### config.mk
export PLATFORM = sky130hd
export DESIGN_NAME = sync_fifo_level
export DESIGN_NICKNAME = d
export VERILOG_FILES = /design/src/rtl/sync_fifo_level.sv
export SDC_FILE = /design/constraint.sdc
export NUM_CORES = 1
export LEC_CHECK = 0
export CELL_PAD_IN_SITES_DETAIL_PLACEMENT = 0
export CELL_PAD_IN_SITES_GLOBAL_PLACEMENT = 2
export CORE_MARGIN = 5
export CORE_UTILIZATION = 40
export CTS_BUF_LIST = sky130_fd_sc_hd__clkbuf_2 sky130_fd_sc_hd__clkbuf_4 sky130_fd_sc_hd__clkbuf_8
export CTS_CLUSTER_SIZE = 30
export DETAILED_ROUTE_END_ITERATION = 10
export PLACE_DENSITY = 0.69
export SLEW_MARGIN = 0
export SYNTH_ARGS = -nofsm -noshare
export SYNTH_HDL_FRONTEND = slang
export SYNTH_SLANG_ARGS = --single-unit
### constraint.sdc
create_clock -name i_clk -period 3.3 [get_ports i_clk]
set_input_delay 0.99 -clock i_clk [delete_from_list [all_inputs] [get_ports i_clk]]
set_output_delay 0.99 -clock i_clk [all_outputs]
set_load 0.01 [all_outputs]
### src/rtl/sync_fifo_level.sv
// Synchronous FIFO with occupancy count, almost-full/almost-empty thresholds and
// sticky overflow/underflow flags; first-word-fall-through read port.
module sync_fifo_level #(
   parameter int DATA_LEN = 8,
   parameter int PTR_LEN  = 4,
   parameter int AF_LEVEL = 12,
   parameter int AE_LEVEL = 2
) (
   input  logic                i_clk,
   input  logic                i_reset,
   input  logic                i_fifoWrite,
   input  logic [DATA_LEN-1:0] i_dataToWrite,
   input  logic                i_fifoRead,
   input  logic                i_clearErr,
   output logic [DATA_LEN-1:0] o_dataToRead,
   output logic                o_fifoEmpty,
   output logic                o_fifoFull,
   output logic                o_almostFull,
   output logic                o_almostEmpty,
   output logic [PTR_LEN:0]    o_count,
   output logic                o_overflow,
   output logic                o_underflow
);

   localparam int DEPTH = 2 ** PTR_LEN;
   localparam logic [PTR_LEN:0] DEPTH_CNT = (PTR_LEN + 1)'(DEPTH);
   localparam logic [PTR_LEN:0] AF_CNT    = (PTR_LEN + 1)'(AF_LEVEL);
   localparam logic [PTR_LEN:0] AE_CNT    = (PTR_LEN + 1)'(AE_LEVEL);

   logic [DATA_LEN-1:0] mem [DEPTH];

   logic [PTR_LEN-1:0] wrPtr_q, wrPtr_d;
   logic [PTR_LEN-1:0] rdPtr_q, rdPtr_d;
   logic [PTR_LEN:0]   count_q, count_d;
   logic               overflow_q, overflow_d;
   logic               underflow_q, underflow_d;

   logic isFull;
   logic isEmpty;
   logic pushOk;
   logic popOk;
   logic overflowSet;
   logic underflowSet;

   assign isFull  = (count_q == DEPTH_CNT);
   assign isEmpty = (count_q == '0);

   // A full FIFO still accepts a push when a pop frees the slot in the same cycle.
   assign pushOk       = i_fifoWrite && (!isFull || i_fifoRead);
   assign popOk        = i_fifoRead && !isEmpty;
   assign overflowSet  = i_fifoWrite && isFull && !i_fifoRead;
   assign underflowSet = i_fifoRead && isEmpty;

   always_comb begin
      wrPtr_d     = wrPtr_q;
      rdPtr_d     = rdPtr_q;
      count_d     = count_q;
      overflow_d  = overflowSet || (overflow_q && !i_clearErr);
      underflow_d = underflowSet || (underflow_q && !i_clearErr);

      if (pushOk) begin
         wrPtr_d = wrPtr_q + PTR_LEN'(1);
      end
      if (popOk) begin
         rdPtr_d = rdPtr_q + PTR_LEN'(1);
      end

      unique case ({pushOk, popOk})
         2'b10:   count_d = count_q + (PTR_LEN + 1)'(1);
         2'b01:   count_d = count_q - (PTR_LEN + 1)'(1);
         default: count_d = count_q;
      endcase
   end

   always_ff @(posedge i_clk) begin
      if (i_reset) begin
         wrPtr_q     <= '0;
         rdPtr_q     <= '0;
         count_q     <= '0;
         overflow_q  <= 1'b0;
         underflow_q <= 1'b0;
      end else begin
         wrPtr_q     <= wrPtr_d;
         rdPtr_q     <= rdPtr_d;
         count_q     <= count_d;
         overflow_q  <= overflow_d;
         underflow_q <= underflow_d;
      end
   end

   // Storage carries no reset; contents are meaningless once the count drops to zero.
   always_ff @(posedge i_clk) begin
      if (pushOk && !i_reset) begin
         mem[wrPtr_q] <= i_dataToWrite;
      end
   end

   assign o_dataToRead  = mem[rdPtr_q];
   assign o_fifoEmpty   = isEmpty;
   assign o_fifoFull    = isFull;
   assign o_almostFull  = (count_q >= AF_CNT);
   assign o_almostEmpty = (count_q <= AE_CNT);
   assign o_count       = count_q;
   assign o_overflow    = overflow_q;
   assign o_underflow   = underflow_q;

endmodule

# ---- Yosys cells after proc, flatten, opt, wreduce, memory -nomap -nowiden
# Memory sizes are Yosys's and may differ from the RTL's. A register that Yosys moved wholly into a read port is not among the register bits.
# Cells that the tools add are included.
# Widths: inputs -> output; s select.
dict set report totals {
  word_cells 38
  register_bits 15
  in_bits 13
  mem_count 1
  output_inout_bits 19
  ramBits 128
}
dict set report classes {
  add_sub_neg 4
  n_eq_ne 3
  n_lt_le_gt_ge 2
  reduce_logical 18
  n_mux 5
}
# memory depth word_bits rd rd_clocked_by_memory_dff wr line_no
set mem_list {}
lappend mem_list {mem 16 8 1 1 1 30} ;# logic [DATA_LEN-1:0] mem [DEPTH];
# cell n
set ops {}
lappend ops {{$pmux 5 s2} 1}
lappend ops {{$add 4x1->4 const B} 2}
lappend ops {{$logic_and 1x1->1} 8}
lappend ops {{$mux 4} 2}
lappend ops {{$add 5x1->5 const B} 1}
lappend ops {{$eq 5x5->1 const B} 1}
lappend ops {{$ge 5x4->1 const B} 1}
lappend ops {{$le 5x2->1 const B} 1}
lappend ops {{$logic_not 1->1} 5}
lappend ops {{$logic_not 5->1} 1}
lappend ops {{$sub 5x1->5 const B} 1}
lappend ops {{$logic_or 1x1->1} 3}
lappend ops {{$eq 2x1->1 const B} 1}
lappend ops {{$eq 2x2->1 const B} 1}
lappend ops {{$mux 1} 2}
lappend ops {{$reduce_bool 2->1} 1}

# ---- Longest topological paths before layout
# Gate-level depths: netlist (run 1).
dict set report logic_depth {
  word_depth 7
  mapped_depth 12
  depth_no_buf 10
}

# ---- Worst setup path after synthesis (run 1)
# OpenSTA, ideal clock, no wires.
dict set report synth_path {
  path_type {register -> register}
  start {reg count_q[1] (netlist: o_count[1])}
  end {reg count_q[4] (netlist: o_count[4])}
  setup_time_ns 0.131
  stages_incl_launch_ff 12
  path_buffers 2
  period_less_slack_ns 2.809
  required_ns 3.169
  slack_ns 0.491
  arrival_time_ns 2.678
  cell_sequence {dfxtp_1 -> buf_6 -> or4_4 -> buf_6 -> o21ai_1 -> inv_1 -> ha_1 -> xor2_1 -> ha_1 -> a2111oi_0 -> o21a_1 -> nor3_1}
}
dict set report synth_via {
  elab_cells_between_ends 13
  classes_between {add/sub: 2; eq/ne: 3; mux: 1; reduce/logical: 7}
}
# item line_no
set synth_rtl {}
lappend synth_rtl {{start, declared} 34} ;# logic [PTR_LEN:0] count_q, count_d;
lappend synth_rtl {{start signal, assigned} 85} ;# count_q <= count_d;
lappend synth_rtl {{$logic_not 5->1 (*)} 46} ;# assign isEmpty = (count_q == '0);
lappend synth_rtl {{$logic_not 1->1 (*)} 50} ;# assign popOk = i_fifoRead && !isEmpty;
lappend synth_rtl {{$logic_and 1x1->1 (*)} 50}
lappend synth_rtl {{named net popOk} 41} ;# logic popOk;
lappend synth_rtl {{$eq 2x1->1 or $eq 2x2->1 (tied branches)} 68} ;# unique case ({pushOk, popOk})
lappend synth_rtl {{$pmux 5 s2 or $reduce_bool 2->1 (tied branches)} --}
# The timed path passes the listed nets; every way through them passes the cells marked *.
# A chain may end at the register's enable or synchronous reset.

==> results.sh, run 1 <==
export IMPL_via_per_inst=5.22
export IMPL_status="complete, no violations"
export IMPL_syn_avg_cell_area_um2=17.9
export IMPL_reg2reg_depth=9
export IMPL_fmax_ghz=0.315
export IMPL_power_total_w=0.00496
export IMPL_worst_path_stages=6
export IMPL_p_int_w=0.00359
export IMPL_power_density_mw_per_mm2=707
export IMPL_holdPathStages=2
export IMPL_nets=401
export IMPL_seqPwrFrac=0.434
export IMPL_seq_area_frac_synth=0.720
export IMPL_dp_hpwl_um=7370
export IMPL_crit_arrival_ns=2.19
export IMPL_fin_util=0.485
export IMPL_vdd_drop_max_uv=276
export IMPL_setup_violations=0
export IMPL_crit_top_cell="buf_12"
export IMPL_slowest_stage="mux4_2"
export IMPL_syn2layout_area_growth_pct=19.6
export IMPL_grt_max_degree=33
export IMPL_required_ns=2.31
export IMPL_core_area_mm2=0.0145
export IMPL_drt_total_wl_um=11900
export IMPL_hold_viol=0
export IMPL_yosys_warnings=0
export IMPL_power_switching_w=0.00137
export IMPL_cts_root_buf="clkbuf_8"
export IMPL_die_area_mm2=0.0172
export IMPL_hold_path_class="reg -> reg"
export IMPL_ys_seq_elements=147
export IMPL_layout_drive_gt1_share=0.260
export IMPL_drv_slew=0
export IMPL_syn_num_nets=348
export IMPL_drv_cap=0
export IMPL_switching_share=0.275
export IMPL_syn_instance_count=327
export IMPL_path_buf_inv=3
export IMPL_synth_flop_cell="edfxtp_1"
export IMPL_insertion_delay_ns=0.44
export IMPL_die_height_um=131
export IMPL_met2_length_um=6220
export IMPL_cts_sinks=147
export IMPL_start_kind="flip-flop"
export IMPL_cts_buffers_inserted=17
export IMPL_final_common_cell="edfxtp_1"
export IMPL_combPwrFrac=0.278
export IMPL_cts_tree="built"
export IMPL_clockBufferDepth=2
export IMPL_yosys_top_cells_area="edfxtp_1 (66%), mux4_2 (12%), dfxtp_1 (6.5%)"
export IMPL_cpLargestDelayFamily="buffers and inverters"
export IMPL_dr_wl_met3_um=544
export IMPL_layout_common_cells="edfxtp_1 (128), nor2_1 (33), mux4_2 (32)"
export IMPL_n_antenna_cell=0
export IMPL_overflow=0
export IMPL_grt_pass1_vias=3200
export IMPL_crit_fanout=5
export IMPL_total_leakage_power_nw=2.28
export IMPL_max_slew_margin=0.381
export IMPL_synth_top_area_frac=0.655
export IMPL_wl_met1_um=4950
export IMPL_async_flop_share=0
export IMPL_finalWeightedCongestion=0.718
export IMPL_num_vias=3012
export IMPL_crit_path_end_kind="output port"
export IMPL_dr_max_layer_used="met4"
export IMPL_synth_edf_count=128
export IMPL_fin_crit_sh=0.963
export IMPL_critPathKind="reg -> out"
export IMPL_clk_pin_slew_ns=0.08
export IMPL_crit_path_cell_trace="buf_12 -> buf_12 -> mux4_2 -> a22oi_1 -> nand2_1 -> dlygate4sd2_1"
export IMPL_postRouteAntennaNets=0
export IMPL_syn_area_mm2=0.00587
export IMPL_yosys_area_top_type="edfxtp_1"
export IMPL_htreeDepth=4
export IMPL_io_buffers=31
export IMPL_drtIter0Drc=283
export IMPL_num_rows=44
export IMPL_dieWidth_um=131
export IMPL_ioPinCount=32
export IMPL_grt_pass1_wl_um=18200
export IMPL_stdcell_count=577
export IMPL_slowest_delay_ns=0.48
export IMPL_start_util=0.405
export IMPL_fin_crit_ns=3.18
export IMPL_dp_cells=538
export IMPL_p_clk_frac=0.288
export IMPL_track_usage=0.150
export IMPL_drcViolationCount=0
export IMPL_antenna_found_initial=0
export IMPL_cts_hold_buffers=0
export IMPL_skew_ns=0.0102
export IMPL_tightest_slew_ns=0.926
export IMPL_routedWlPerCell_um=20.6
export IMPL_synth_cell_types=39
export IMPL_fin_setup_tns_ns=0
export IMPL_drt_pass1_iterations=4
export IMPL_worst_hold_slack_ns=0.534
## routing by layer
layer  vias to the layer above  track usage
li1                       1398            -
met1                      1526        0.183
met2                        77        0.257
met3                        11       0.0454
met4                         0       0.0448
met5                         -            0
## sequential cells by signal, summed over array words and instances, names as in the netlist, named ones only
register and flops:
o_underflow 1, wrPtr_q 4, rdPtr_q 4, o_count 5
mem 128, o_overflow 1
## worst register-to-register path, stage by stage, from the launching register on
cell and delay, ns:
dfxtp_1 0.40, or4_4 0.62, o21ai_1 0.20, inv_1 0.08
ha_1 0.23, xor2_1 0.16, ha_1 0.22, a2111oi_0 0.59
o21a_1 0.19, nor3_1 0.05
## cell usage after synthesis, types with 2 or more instances
master / count
edfxtp_1: 128
nor2_1: 33
mux4_2: 32
dfxtp_1: 19
a22oi_1: 18
nand2_1: 13
clkbuf_1: 10
ha_1: 8
nand3_1: 7
inv_1: 6
xor2_1: 6
a21oi_1: 4
nor2b_1: 4
buf_2: 3
nor3_1: 3
or3_1: 3
a2111oi_0: 2
buf_1: 2
buf_6: 2
mux2i_1: 2
o211ai_1: 2
o21ai_0: 2
xnor2_1: 2
## layout make-up
cell class / count / area, um^2
clock buffers: 19 / 249
clock inverters: 13 / 160
fillers: 1225 / 7460
inverters: 6 / 22.5
multi-input cells: 157 / 1590
flip-flops and latches: 147 / 4230
well taps: 184 / 230
repair buffers: 51 / 534
## what timing repair did
action,4_1_cts,5_1_grt
resized for setup,20,6
gates cloned,1,0
endpoints found under the setup margin,8,4
pin swaps,3,4
buffers inserted,3,3
## logic make-up (layout without fill, tap and decap cells)
group                      count (synthesis)  in the layout  share of synthesized area
and+or+nand+nor                           70             70                     0.0544
DFF                                      147            147                      0.720
xor gates and xnor gates                   8              8                     0.0119
buffers and inverters                     23             89                     0.0179
adders and majority gates                  8              8                     0.0171
muxes                                     36             36                      0.131
AOI/OAI and AO/OA                         35             35                     0.0478
## per-stage QoR
stage               area (um^2)  setup WS, ns
floorplan                  5870         0.491
global placement           6450         0.143
detailed placement         6450      -0.00418
CTS                        6960       0.00182
global route               7020     -0.000785
finish                     7020         0.122
## final timing paths
check | start | endpoint | slack, ns
worst min register to register | rdPtr_q[3] | rdPtr_q[3] | 0.53
worst min-delay path | rdPtr_q[3] | rdPtr_q[3] | 0.53
worst max-delay path | flip-flop | o_dataToRead[1] | 0.12
worst max register to register | o_count[3] | o_count[4] | 0.46
## power groups by stage
stage	Sequential [W]	Clock (W)	Combinational, W
4_1_cts	0.00215	0.00146	0.00134
5_1_grt	0.00216	0.00155	0.00149
6_report	0.00215	0.00143	0.00138
3_3_place_gp	0.00218	0	0.00124
3_5_place_dp	0.00219	0	0.00125
2_1_floorplan	0.00218	0	0.000815
No activity file was read; power rests on OpenSTA's default activity.
==> inputs of run 2 (changes only) <==
--- a/config.mk
+++ b/config.mk
@@ -5,14 +5,14 @@
 export SDC_FILE = /design/constraint.sdc
 export NUM_CORES = 1
 export LEC_CHECK = 0
-export CELL_PAD_IN_SITES_DETAIL_PLACEMENT = 0
-export CELL_PAD_IN_SITES_GLOBAL_PLACEMENT = 2
+export CELL_PAD_IN_SITES_DETAIL_PLACEMENT = 1
+export CELL_PAD_IN_SITES_GLOBAL_PLACEMENT = 1
 export CORE_MARGIN = 5
 export CORE_UTILIZATION = 40
 export CTS_BUF_LIST = sky130_fd_sc_hd__clkbuf_2 sky130_fd_sc_hd__clkbuf_4 sky130_fd_sc_hd__clkbuf_8
 export CTS_CLUSTER_SIZE = 30
 export DETAILED_ROUTE_END_ITERATION = 10
-export PLACE_DENSITY = 0.69
+export PLACE_DENSITY = 0.62
 export SLEW_MARGIN = 0
 export SYNTH_ARGS = -nofsm -noshare
 export SYNTH_HDL_FRONTEND = slang
==> results.sh, run 2 (synthesized netlist as in run 1, its figures left out) <==
export IMPL_drt_pass1_iterations=4
export IMPL_hold_viol=0
export IMPL_final_common_cell="edfxtp_1"
export IMPL_num_vias=3038
export IMPL_crit_fanout=11
export IMPL_nets=399
export IMPL_syn2layout_area_growth_pct=18.4
export IMPL_tightest_slew_ns=0.957
export IMPL_drv_cap=0
export IMPL_dieWidth_um=131
export IMPL_largest_reg_flops=128
export IMPL_antenna_found_initial=0
export IMPL_cts_hold_buffers=0
export IMPL_start_kind="flip-flop"
export IMPL_die_height_um=131
export IMPL_cts_tree="built"
export IMPL_fmax_ghz=0.310
export IMPL_rsz0062_at_grt="no"
export IMPL_drt_total_wl_um=12800
export IMPL_cts_sinks=147
export IMPL_crit_path_end_kind="output port"
export IMPL_layout_common_cells="edfxtp_1 (128), nor2_1 (33), mux4_2 (32)"
export IMPL_fin_util=0.480
export IMPL_critPathKind="reg -> out"
export IMPL_top_register="mem"
export IMPL_routedWlPerCell_um=22.2
export IMPL_htreeDepth=4
export IMPL_drv_slew=0
export IMPL_num_rows=44
export IMPL_fin_setup_tns_ns=0
export IMPL_status="complete, no violations"
export IMPL_die_area_mm2=0.0172
export IMPL_grt_pass1_wl_um=19700
export IMPL_clockBufferDepth=2
export IMPL_insertion_delay_ns=0.45
export IMPL_max_slew_margin=0.360
export IMPL_ioPinCount=32
export IMPL_skew_ns=0.0121
export IMPL_vdd_drop_max_uv=302
export IMPL_reg2reg_slack_ns=0.43
export IMPL_power_density_mw_per_mm2=698
export IMPL_dpl_worst_slack_ns=-0.0671
export IMPL_drcViolationCount=0
export IMPL_required_ns=2.31
export IMPL_core_area_mm2=0.0145
export IMPL_via_per_inst=5.28
export IMPL_finalWeightedCongestion=0.730
export IMPL_drtIter0Drc=205
export IMPL_grt_pass1_vias=3332
export IMPL_fin_crit_sh=0.979
export IMPL_dp_hpwl_um=8110
export IMPL_grt_max_degree=33
export IMPL_n_antenna_cell=0
export IMPL_layout_drive_gt1_share=0.248
export IMPL_fin_crit_ns=3.23
export IMPL_setup_violations=0
export IMPL_start_util=0.405
export IMPL_cts_root_buf="clkbuf_8"
export IMPL_total_leakage_power_nw=2.26
export IMPL_crit_arrival_ns=2.24
export IMPL_postRouteAntennaNets=0
export IMPL_setup_slack_ns=0.0699
export IMPL_cts_buffers_inserted=17
export IMPL_hold_path_class="reg -> reg"
export IMPL_track_usage=0.162
export IMPL_clk_pin_slew_ns=0.08
export IMPL_io_buffers=31
export IMPL_overflow=0
==> run 2: cell types whose count changed in the layout (fill, tap and decap cells not counted), moves of 2 or more <==
cell | previous run | this run
dlygate4sd2_1 | 6 | 8
bufinv_16 | 3 | 1
clkinv_4 | 3 | 0
clkbuf_4 | 2 | 6
a22oi_2 | 11 | 8
a22oi_1 | 7 | 10
clkbuf_8 | 17 | 21
inv_4 | 2 | 0
clkdlybuf4s15_1 | 2 | 0
==> run 2: worst paths after layout <==
path | from | to | cells past startpoint
worst min register to register | o_underflow | o_underflow | 2
worst max-delay path | flip-flop | o_dataToRead[5] | 5
worst max register to register | o_count[1] | o_count[4] | 10
worst min-delay path | o_underflow | o_underflow | 2
==> run 2: cell type report <==
cell class,count,area (um^2)
clock buffer,27,334
clock inverter,5,52.6
fill,1405,7530
inverter,6,22.5
multi-input combinational,157,1580
sequential,147,4230
tap,184,230
timing repair buffer,49,500
==> run 2: metrics by stage <==
stage	hold slack [ns]	std cells	total power [W]	area, um^2
2_1_floorplan	0.482	327	0.00299	5870
5_1_grt	0.548	575	0.00511	6940
3_5_place_dp	0.508	538	0.00343	6450
6_report	0.524	575	0.00485	6940
4_1_cts	0.532	571	0.00483	6880
3_3_place_gp	0.501	538	0.00342	6450
==> run 2: per-layer routing <==
layer / vias up / global-route usage / wire length (um)
met5: - / 0 / 0
met4: 0 / 0.0569 / 197
met3: 17 / 0.0442 / 360
met2: 49 / 0.263 / 6480
met1: 1575 / 0.210 / 5740
li1: 1397 / - / -
==> run 2: repair_timing <==
| item | 4_1_cts | 5_1_grt |
|---|---|---|
| pin swaps | 0 | 2 |
| gates resized for setup | 13 | 7 |
| cloned | 1 | 0 |
| hold endpoints to repair | 0 | 0 |
| endpoints found under the setup margin | 8 | 7 |
| buffers inserted | 0 | 4 |
==> run 2: critical path, cell delays in order (launching register included) <==
cell	delay (ns)
dfxtp_4	0.41
buf_12	0.17
mux4_2	0.53
a22oi_2	0.25
nand2_1	0.13
dlygate4sd2_1	0.30
==> run 2: power breakdown <==
| group | leakage, nW | internal (W) | switching, W |
|---|---|---|---|
| Clock | 0.205 | 0.000723 | 0.000627 |
| Combinational | 0.745 | 0.000722 | 0.000608 |
| Sequential | 1.31 | 0.00209 | 0.0000815 |
==> inputs of run 3 (changes only) <==
--- a/config.mk
+++ b/config.mk
@@ -13,7 +13,6 @@
 export CTS_CLUSTER_SIZE = 30
 export DETAILED_ROUTE_END_ITERATION = 10
 export PLACE_DENSITY = 0.62
-export SLEW_MARGIN = 0
 export SYNTH_ARGS = -nofsm -noshare
 export SYNTH_HDL_FRONTEND = slang
 export SYNTH_SLANG_ARGS = --single-unit
==> results of run 3 <==
No change in the layout: final DEF, timing and power equal those of run 2.
==> RTL change, RTL diff (settings of run 2) <==
The parameter `PTR_LEN` goes from 4 to 3.
--- a/src/rtl/sync_fifo_level.sv
+++ b/src/rtl/sync_fifo_level.sv
@@ -4,3 +4,3 @@
    parameter int DATA_LEN = 8,
-   parameter int PTR_LEN  = 4,
+   parameter int PTR_LEN  = 3,
    parameter int AF_LEVEL = 12,
Ports: changed (resized o_count); port bits go from 32 to 31. The function was not compared with the original's and may differ.
==> RTL change against run 2 <==
- total power is 46% lower
- non-clock buffer count down 7
- synthesized area decreased by 46%
- sequential cell count down 68
- cell area decreased by 44%
- wire length decreased by 50%
- worst setup slack better by 75 ps
- synthesized cell count down 45%
- largest power group unchanged
==> RTL change: results (changes against run 2) <==
clock buffers created by TritonCTS = 9 (-8)
status = finished, final reports clean
layout cells sized above 1 = 0.241 (-0.00685)
drt total wl = 6360 um (-50%)
first-pass GRT wire length = 10,600 um (-46%)
Arrival @ worst endpoint = 2160 ps (-80 ps)
Initial DRC Count = 89 (-57%)
Synth cell types = 33 (-15%)
gpl congestion = 0.730 (about the same)
CP Max Fanout = 16 (+5)
GRT met2 Usage = 0.259 (-0.00376)
number of flip-flops in the largest register = 64 (-50%)
buffers added on ports = 30 (-3.2%)
vias in the first global route = 1,959 (-41%)
cells on worst reg2reg path = 9 (-1)
hold_sp = wrPtr_q[0]$_SDFFE_PP0P_
CTS-repair resized insts = 0 (-13)
Leak = 1.29 nW (-43%)
met1 Use GR = 0.164 (-0.0454)
Peak supply drop = 437 uV (+45%)
sequential share of the synthesized area = 0.696 (-0.0245)
RR Startpoint = o_count[0]$_SDFFE_PP0P_
gr usage total = 0.142 (-0.0200)
Clock Skews = 14.4 ps (+2.27 ps)
htree depth = 3 (-1)
Final nets = 241 (-40%)
reg2reg setup slack = 630 ps (+200 ps)
max_slew headroom = 0.660 (+0.300)
==> RTL change: cell type report <==
class,instances,area (um2),share of cell area
Inverter,1,3.75,0.000968
Clock buffer,9,124,0.0319
Sequential cell,79,2220,0.573
Clock inverter,7,96.3,0.0248
Tap cell,102,128,0.0329
Multi-Input combinational cell,90,902,0.233
Timing Repair Buffer,42,403,0.104
==> RTL change: stage by stage <==
step           area, um2  hold slack (ps)  TNS (ps)
2_1_floorplan       3190              460         0
3_3_place_gp        3660              488         0
3_5_place_dp        3660              495     -26.6
4_1_cts             3880              508         0
5_1_grt             3880              563         0
6_report            3880              502         0
==> RTL change: how the worst max path moves through the flow <==
stage / end / slack [ps]
2_1_floorplan: mem[0][0]$_DFFE_PP_ / 710
6_report: o_dataToRead[0] / 150
3_3_place_gp: o_count[3]$_SDFFE_PP0P_ / 160
5_1_grt: o_dataToRead[4] / 60
3_5_place_dp: o_count[2]$_SDFFE_PP0P_ / -30
4_1_cts: o_dataToRead[0] / 90
==> RTL change: cell families (layout without fill, tap and decap cells) <==
family                     Yosys count  count (layout)  synth area share
AOI/OAI and AO/OA                   14              14            0.0313
muxes                               28              28             0.154
adders and majority gates            5               5            0.0196
xor gates and xnor gates             6               6            0.0165
DFF                                 79              79             0.696
and+or+nand+nor                     37              37            0.0611
buffers and inverters               10              59            0.0219
==> RTL change: power by group <==
group          leakage, nW  switching [mW]  total [mW]  internal (mW)
Clock                0.109           0.338       0.767          0.428
Combinational        0.476           0.288       0.667          0.379
Sequential           0.701          0.0642        1.20           1.13
==> RTL change: worst max-delay path: cells and delay by family, from the launching register on <==
family / cells / cell delay (ps)
flip-flops: 1 / 360
multiplexers: 2 / 800
buffers and inverters: 2 / 670
